File: config.mk
export PLATFORM = sky130hd
export DESIGN_NAME = edge_event_arbiter_flat
export DESIGN_NICKNAME = d
export VERILOG_FILES = /design/src/rtl/edge_arb_pkg.sv /design/src/rtl/edge_event_arbiter_if.sv /design/src/rtl/edge_arb_rr_pick.sv /design/src/rtl/edge_event_arbiter.sv /design/src/flat_wrapper.sv
export SDC_FILE = /design/constraint.sdc
export NUM_CORES = 1
export LEC_CHECK = 0
export CAP_MARGIN = 20
export CELL_PAD_IN_SITES_DETAIL_PLACEMENT = 1
export CELL_PAD_IN_SITES_GLOBAL_PLACEMENT = 2
export CORE_MARGIN = 2
export CORE_UTILIZATION = 28
export DETAILED_ROUTE_END_ITERATION = 7
export PLACE_DENSITY_LB_ADDON = 0.1
export RECOVER_POWER = 25
export SYNTH_ARGS = -nofsm -noshare
export SYNTH_HDL_FRONTEND = slang
export SYNTH_SLANG_ARGS = --single-unit
File: constraint.sdc
create_clock -name clk -period 3.4 [get_ports clk]
set_input_delay 0.68 -clock clk [delete_from_list [all_inputs] [get_ports clk]]
set_output_delay 0.68 -clock clk [all_outputs]
set_load 0.005 [all_outputs]
File: src/rtl/edge_arb_pkg.sv
// Shared types and helpers for the edge-event arbiter family.
package edge_arb_pkg;

  // Arbiter FSM: IDLE picks the next pending channel, OFFER holds it until accepted.
  typedef enum logic [0:0] {
    IDLE  = 1'b0,
    OFFER = 1'b1
  } arb_state_t;

  // Default number of input channels.
  localparam int DEF_N = 4;

  // Width of a channel index for n channels; never less than one bit.
  function automatic int idx_width(input int n);
    int w;
    w = 1;
    for (int k = 1; k < 6; k++) begin
      if ((1 << k) < n) w = k + 1;
    end
    return w;
  endfunction

endpackage

File: src/rtl/edge_event_arbiter_if.sv
// Event output port of the edge-event arbiter.
//
// Handshake: an event transfers at the rising clk edge where evt_valid and
// evt_ready are both 1. While evt_valid is 1 the producer keeps evt_id stable
// and never withdraws the offer; the consumer may raise or drop evt_ready at
// any time, which only decides the cycle of transfer.
interface edge_event_arbiter_if #(
  parameter int IDW = 2
);
  logic           evt_valid;
  logic [IDW-1:0] evt_id;
  logic           evt_ready;

  modport master (
    output evt_valid,
    output evt_id,
    input  evt_ready
  );

  modport slave (
    input  evt_valid,
    input  evt_id,
    output evt_ready
  );
endinterface

File: src/rtl/edge_arb_rr_pick.sv
// Combinational round-robin search: first set bit of pend_i, scanning
// ptr_i, ptr_i+1, ... N-1, 0, ... ptr_i-1. N need not be a power of two.
module edge_arb_rr_pick #(
  parameter int N   = 4,
  parameter int IDW = 2
) (
  input  logic [N-1:0]   pend_i,
  input  logic [IDW-1:0] ptr_i,
  output logic           found_o,
  output logic [IDW-1:0] idx_o
);

  int cand;

  // Walk the channels in rotated order and keep the first pending one.
  always_comb begin
    found_o = 1'b0;
    idx_o   = '0;
    cand    = 0;
    for (int k = 0; k < N; k++) begin
      cand = int'(ptr_i) + k;
      if (cand >= N) cand = cand - N;
      if (!found_o && pend_i[cand]) begin
        found_o = 1'b1;
        idx_o   = IDW'(cand);
      end
    end
  end

endmodule

File: src/rtl/edge_event_arbiter.sv
// Rising-edge event latch with a round-robin shared event output and
// per-channel sticky overrun flags.
module edge_event_arbiter
  import edge_arb_pkg::*;
#(
  parameter int N   = DEF_N,
  parameter int IDW = idx_width(N)
) (
  input  logic                        clk,
  input  logic                        reset,
  input  logic [N-1:0]                x,
  input  logic [N-1:0]                mask,
  edge_event_arbiter_if.master        evt,
  input  logic                        ovr_clr,
  output logic [N-1:0]                pending,
  output logic [N-1:0]                overrun,
  output arb_state_t                  dbg_state_o,
  output logic [IDW-1:0]              dbg_ptr_o
);

  logic [N-1:0]   prev_q;
  logic [N-1:0]   pending_q, pending_d;
  logic [N-1:0]   overrun_q, overrun_d;
  logic [N-1:0]   edge_v;
  logic [N-1:0]   acc_v;
  logic [IDW-1:0] ptr_q;
  logic [IDW-1:0] id_q;
  logic           valid_q;
  arb_state_t     state_q;
  logic           pick_found;
  logic [IDW-1:0] pick_idx;

  edge_arb_rr_pick #(
    .N   (N),
    .IDW (IDW)
  ) u_pick (
    .pend_i  (pending_q),
    .ptr_i   (ptr_q),
    .found_o (pick_found),
    .idx_o   (pick_idx)
  );

  // Edge detect, acceptance decode and next pending/overrun vectors.
  // A fresh edge on the channel being consumed re-arms it instead of overrunning.
  always_comb begin
    edge_v = x & ~prev_q & mask;
    acc_v  = '0;
    if (valid_q && evt.evt_ready) acc_v[id_q] = 1'b1;
    pending_d = edge_v | (pending_q & ~acc_v);
    overrun_d = (ovr_clr ? '0 : overrun_q) | (edge_v & pending_q & ~acc_v);
  end

  // Sample history and event flags; prev starts all ones so lines already
  // high at reset release are not seen as edges.
  always_ff @(posedge clk or posedge reset) begin
    if (reset) begin
      prev_q    <= '1;
      pending_q <= '0;
      overrun_q <= '0;
    end else begin
      prev_q    <= x;
      pending_q <= pending_d;
      overrun_q <= overrun_d;
    end
  end

  // Arbiter FSM with registered offer outputs and round-robin pointer.
  always_ff @(posedge clk or posedge reset) begin
    if (reset) begin
      state_q <= IDLE;
      valid_q <= 1'b0;
      id_q    <= '0;
      ptr_q   <= '0;
    end else begin
      case (state_q)
        IDLE: begin
          if (pick_found) begin
            id_q    <= pick_idx;
            valid_q <= 1'b1;
            state_q <= OFFER;
          end
        end
        OFFER: begin
          if (evt.evt_ready) begin
            ptr_q   <= (id_q == IDW'(N - 1)) ? '0 : id_q + 1'b1;
            valid_q <= 1'b0;
            state_q <= IDLE;
          end
        end
        default: begin
          valid_q <= 1'b0;
          state_q <= IDLE;
        end
      endcase
    end
  end

  assign evt.evt_valid = valid_q;
  assign evt.evt_id    = id_q;
  assign pending       = pending_q;
  assign overrun       = overrun_q;
  assign dbg_state_o   = state_q;
  assign dbg_ptr_o     = ptr_q;

endmodule

File: src/flat_wrapper.sv
// flat-port wrapper written by rule: the top's interface ports become plain ports
module edge_event_arbiter_flat import edge_arb_pkg::*;
#(
  parameter int N   = DEF_N,
  parameter int IDW = idx_width(N)
)
  (clk, reset, x, mask, ovr_clr, pending, overrun, dbg_state_o, dbg_ptr_o, evt_evt_valid, evt_evt_id, evt_evt_ready);
  edge_event_arbiter_if #(.IDW(IDW)) evt_i ();
  input  logic clk;
  input  logic reset;
  input  logic [N-1:0] x;
  input  logic [N-1:0] mask;
  input  logic ovr_clr;
  output logic [N-1:0] pending;
  output logic [N-1:0] overrun;
  output arb_state_t dbg_state_o;
  output logic [IDW-1:0] dbg_ptr_o;
  output wire logic [$bits(evt_i.evt_valid)-1:0] evt_evt_valid;
  output wire logic [$bits(evt_i.evt_id)-1:0] evt_evt_id;
  input wire logic [$bits(evt_i.evt_ready)-1:0] evt_evt_ready;
  assign evt_evt_valid = evt_i.evt_valid;
  assign evt_evt_id = evt_i.evt_id;
  assign evt_i.evt_ready = evt_evt_ready;
  edge_event_arbiter #(.N(N), .IDW(IDW)) u_core (.clk(clk), .reset(reset), .x(x), .mask(mask), .evt(evt_i), .ovr_clr(ovr_clr), .pending(pending), .overrun(overrun), .dbg_state_o(dbg_state_o), .dbg_ptr_o(dbg_ptr_o));
endmodule
## After elaboration in Yosys (flattened, before gate mapping)

Cells that the tools add are included.

- Bits in registers: 18
- Bits of input ports: 12
- Logic and storage cells: 84

- Bitwise gates (word level): 10
- $add $sub $neg: 8
- Order comparisons: 10
- Equality and inequality tests: 3
- Reduce and logical (&&, ||, !) cells: 11
- Multiplexer cells: 35

Operator list:

| operator | count |
|---|---|
| less-than comparator 32 x 4 -> 1 bit, second input constant | 4 |
| 2-to-1 mux 32 bit | 4 |
| AND 4 bit | 5 |
| 2-to-1 mux 1 bit | 17 |
| subtractor 3 x 3 -> 4 bit, second input constant | 3 |
| 2-to-1 mux 2 bit | 5 |
| greater-or-equal comparator 3 bit, second input constant | 3 |
| binary-select mux 1 bit (select 2 bit) | 4 |
| 2-to-1 mux 4 bit | 2 |
| NOT 4 bit | 2 |
| bitwise OR 4 bit | 2 |
| adder 2 x 2 -> 3 bit, second input constant | 2 |
| AND reduction 2 bit | 3 |
| logical AND 1 bit | 5 |
| one-hot mux 1 bit (2 select lines) | 2 |
| subtractor 2 x 3 -> 4 bit, second input constant | 1 |
| adder 2 x 1 -> 3 bit, second input constant | 1 |
| greater-or-equal comparator 2 x 3 -> 1 bit, second input constant | 1 |
| zero test 1 bit | 3 |
| less-than comparator 2 x 3 -> 1 bit, second input constant | 1 |
| adder 2 x 1 -> 2 bit, second input constant | 1 |
| demux 1 bit (select 2 bit) | 1 |
| equality test 2 bit, second input constant | 1 |
| greater-or-equal comparator 2 x 1 -> 1 bit, second input constant | 1 |
| other kinds (3) | 3 |

## Depth between registers and ports, before layout

- Depth in word-level cells: 17
- Gate-level depth with buffers: 5
- Depth with buffers taken out: 5

## By module

A second synthesis with hierarchy kept.

- Cell total of the unflattened synthesis: 78
- Area, all modules: 839.6 µm²

Modules (own cells, without submodules):

| module | times used | cells each | area an instance (µm²) |
|---|---|---|---|
| edge_event_arbiter | 1 | 63 | 762.0 |
| edge_arb_rr_pick | 1 | 15 | 77.6 |

## Worst setup path after synthesis

Ideal clock, no wire load.

- Path kind: register -> register
- From: reg u_core.pending_q[0] (netlist: u_core.pending[0])
- To: reg u_core.id_q[0] (netlist: u_core.evt.evt_id[0])
- Slack: 2165 ps
- Arrival: 1114 ps
- Library setup time: 121 ps
- Data required time: 3279 ps
- Stages on the path, launching flop included: 5
- Period minus slack after synthesis: 1235 ps
- Cell sequence: dfrtp_1 > nor4_2 > or2_4 > a21oi_2 > a22o_1

- Word-level cells in the longest chain between the ends: 14
- Elaborated cells between the ends (all ways): 27
- Classes of those cells: mux: 20; reduce/logical: 7

RTL lines:

| what | RTL line | source |
|---|---|---|
| from (decl) | edge_event_arbiter.sv:22 | `logic [N-1:0] pending_q, pending_d;` |
| from (signal assigned) | edge_event_arbiter.sv:62 | `pending_q <= pending_d;` |
| binary-select mux 1 bit (select 2 bit) | edge_arb_rr_pick.sv:23 | `if (!found_o && pend_i[cand]) begin` |
| 2-to-1 mux 1 bit (not written as such) (2 in series) | edge_arb_rr_pick.sv:23 |  |
| 2-to-1 mux 1 bit | edge_arb_rr_pick.sv:23 |  |
| zero test 1 bit | edge_arb_rr_pick.sv:23 |  |
| logical AND 1 bit | edge_arb_rr_pick.sv:23 |  |
| 2-to-1 mux 1 bit | edge_arb_rr_pick.sv:23 |  |
| zero test 1 bit | edge_arb_rr_pick.sv:23 |  |
| logical AND 1 bit | edge_arb_rr_pick.sv:23 |  |
| 2-to-1 mux 1 bit | edge_arb_rr_pick.sv:23 |  |
| zero test 1 bit | edge_arb_rr_pick.sv:23 |  |
| logical AND 1 bit | edge_arb_rr_pick.sv:23 |  |
| 2-to-1 mux 1 bit | edge_arb_rr_pick.sv:23 |  |
| AND reduction 2 bit (no line) | - |  |
| to (signal assigned) | edge_event_arbiter.sv:78 | `id_q <= pick_idx;` |
| to (decl) | edge_event_arbiter.sv:27 | `logic [IDW-1:0] id_q;` |

Several ways; a longest one is shown, not always the timed one. The select of a mux whose other input is x is not followed.
A chain may end at the register's enable or synchronous reset.

## Final worst setup path

- From: reg u_core.id_q[0] (netlist: u_core.evt.evt_id[0])
- To: out evt_evt_id[0]

RTL lines:

| what | RTL line | source |
|---|---|---|
| to (decl) | flat_wrapper.sv:19 | `output wire logic [$bits(evt_i.evt_id)-1:0] evt_evt_id;` |

No word-level cell between the ends.

==> metrics.md <==
| Metric | Value |
|---|---|
| Status | completed |
| Mapped Cells | 73 |
| Tightest Hold Check Type | reg2reg |
| Total CTS buffers | 3 |
| Fin Setup TNS | 0 ns |
| Synth cell types | 20 |
| Ant. Diodes | 0 |
| Layout area overhead | 41.3% |
| Clock slew at reported path FFs | around 0.11 ns |
| Hpwl dp | between 1 and 1.5 mm |
| FF-to-FF path depth | 4 |
| Avg Inst Size Synth | 10.8 um2 |
| Post-synthesis sequential area ratio | 0.579 |
| Initial antenna violation count | 0 |
| Yosys warning count | 0 |
| CP max stage cell | clkdlybuf4s50_1 |
| Hold Path Origin | u_core.dbg_state_o |
| CP max FO | 6 |
| Overall power | 807 uW |
| Final core occ | 0.410 |
| # rows | 19 |
| Final cell count without fillers | approximately 130 |
| Peak supply drop | roughly 0.32 mV |
| DRC violations left | 0 |
| WHS Path Cells | 1 |
| Period minus WS final | approximately 2 ns |
| R2r endpoint | u_core.evt.evt_id[0] |
| R2r setup slk | 2.03 ns |
| Initial Utilization | 0.290 |
| RePlAce Congestion | between 0.7 and 0.8 |
| Max cap viols | 0 |
| Post-CTS Repair Setup Buffers | 0 |
| Port-buffer cells | 25 |
| Die span in x | 57.0 um |
| Vias/cell | about 4.6 |
| WP data required | 2.72 ns |
| Max transition margin | 0.555 |
| CP endpoint kind | output pin |
| Nets | between 100 and 150 |
| Vias in the first global route | between 600 and 700 |
| # IOs | 26 |
| Final hold violations | 0 |
| GR Overflow Total | 0 |
| CTS root buffer | clkbuf_4 |
| WHS Endpoint | u_core.dbg_state_o |
| Fmax | about 500 MHz |
| Critical setup path kind | reg2out |
| Critical-path cell list | clkdlybuf4s50_1 |
| Delay-heaviest family, CP | buffers and inverters |
| ANT nets after route | 0 |
| Flops & latches, synth | 18 |
| Clock tree sinks | 18 |
| DRT Pass-1 Iters | 3 |
| Post-CTS Resized | 0 |
| Slew Limit Fails | 0 |
| Final setup vio count | 0 |
| Number of DRC markers in iteration 0 | 3 |
| Hold_buf cts | 0 |
| CORE AREA | approximately 2700 um2 |
| Total Wirelength | 1.80 mm |
| Worst skew pair latency | ~0.29 ns |
| Worst R2R Start | u_core.pending[1] |
| Placed cells | 129 |
| Fin crit share | 0.587 |
| Height of the die | 57.0 um |
| Largest net degree at the start of global routing | 19 |
| Share of cells above drive strength 1 | 0.118 |
| First-pass GRT wire length | 3.19 mm |
| Worst Skew | roughly 0.0087 ns |
| Via Count | 616 |
| Crit start category | register |
| Clock buffer depth | 2 |
| RSZ-0062 raised after global routing | no |
| Filler Cell Count | 325 |
| CP max stage delay | around 0.54 ns |
| Syn nets | between 80 and 90 |
| Synthesized cell area | ~800 um2 |
| WL per Instance | 13.5 um |
| Pwr dens | a little over 700 nW/um2 |
| CP bufs+invs | 1 |
| Slew @ Worst Pin | around 0.67 ns |
| Total global-route track usage | 0.129 |
| Lkg Pwr | about 0.00049 uW |
| CTS tree | yes |
| H-Tree Depth | 1 |
| Die Area | around 3300 um2 |
| Arrival time worst endpoint | 1.32 ns |
## synthesized netlist by cell type
master	instances	share of area
or2_4	1	0.011
inv_1	10	0.048
nor2_1	1	0.0048
mux2_2	1	0.014
o31ai_1	1	0.0095
mux2i_1	1	0.013
o22ai_1	6	0.048
a21oi_1	2	0.013
nand3_1	4	0.025
a21o_1	1	0.0095
a21oi_2	1	0.011
nor4_2	1	0.016
o21ai_0	2	0.013
nand2_1	13	0.062
ha_1	4	0.064
a22o_1	1	0.011
dfstp_2	4	0.13
nand3b_1	4	0.038
o221ai_1	1	0.011
dfrtp_1	14	0.45
## cell families (layout without fill, tap and decap cells)
kind of cell | Yosys count | in the layout | synth area share
and+or+nand+nor | 24 | 24 | 0.157
DFF | 18 | 18 | 0.579
AOI/OAI and AO/OA | 15 | 15 | 0.126
buffers and inverters | 10 | 39 | 0.0477
adders and majority gates | 4 | 4 | 0.0636
muxes | 2 | 2 | 0.0270
## layout make-up
class	instances	area (um2)	share of cell area
clock buffer	4	36.3	0.0326
timing repair buffer	25	250	0.225
tap	31	38.8	0.0349
multi-input combinational	45	294	0.264
sequential	18	455	0.409
inverter	10	37.5	0.0337
## layer usage
layer,share of wire,global-route usage,vias up
li1,-,-,307
met1,0.47,0.174,292
met2,0.48,0.202,15
met3,0.044,0.0499,2
met4,0.0089,0.0199,0
met5,0,0,-
## worst max path at each step
| stage | end | start | slack (ns) | cells past startpoint |
|---|---|---|---|---|
| detailed placement | u_core.dbg_ptr_o[1] | evt_evt_ready | 1.56 | 3 |
| global placement | u_core.dbg_ptr_o[1] | evt_evt_ready | 1.61 | 3 |
| global route | pending[3] | u_core.pending[3] | 1.32 | 1 |
| floorplan | u_core.evt.evt_id[0] | u_core.pending[0] | 2.17 | 4 |
| finish | evt_evt_id[0] | u_core.evt.evt_id[0] | 1.40 | 1 |
| CTS | dbg_ptr_o[0] | u_core.dbg_ptr_o[0] | 1.37 | 1 |
## flip-flops by register name, indices dropped and copies added (netlist names)
signal                count
u_core.dbg_state_o        1
u_core.prev_q             4
u_core.evt.evt_id         2
u_core.overrun            4
u_core.dbg_ptr_o          2
u_core.evt.evt_valid      1
u_core.pending            4
## stage by stage
| stage | hold WS, ns | cell area [um2] | setup slack, ns |
|---|---|---|---|
| after detailed placement | 0.525 | 1080 | 1.56 |
| after CTS | 0.543 | 1110 | 1.37 |
| after global placement | 0.521 | 1080 | 1.61 |
| after global routing | 0.578 | 1110 | 1.32 |
| final | 0.537 | 1110 | 1.40 |
| after floorplan | 0.513 | 787 | 2.17 |
## placed cells by master, fill, tap and decap left out
master	netlist	final
nand3b_1	4	4
mux2_2	1	1
clkdlybuf4s50_1	0	19
nor2_1	1	1
a21oi_1	2	2
ha_1	4	4
mux2i_1	1	1
a22o_1	1	1
a21oi_2	1	1
clkbuf_4	0	3
inv_1	10	10
dfstp_2	4	4
nor4_2	1	1
a21o_1	1	1
or2_4	1	1
o221ai_1	1	1
nand3_1	4	4
nand2_1	13	13
o22ai_1	6	6
dlygate4sd3_1	0	6
dfrtp_1	14	14
clkbuf_8	0	1
o21ai_0	2	2
o31ai_1	1	1
## power by group
group | internal, uW | switching (uW)
Combinational | 184 | 123
Sequential | 277 | 91.3
Clock | 65.2 | 66.3
No activity file was read; power rests on OpenSTA's default activity.
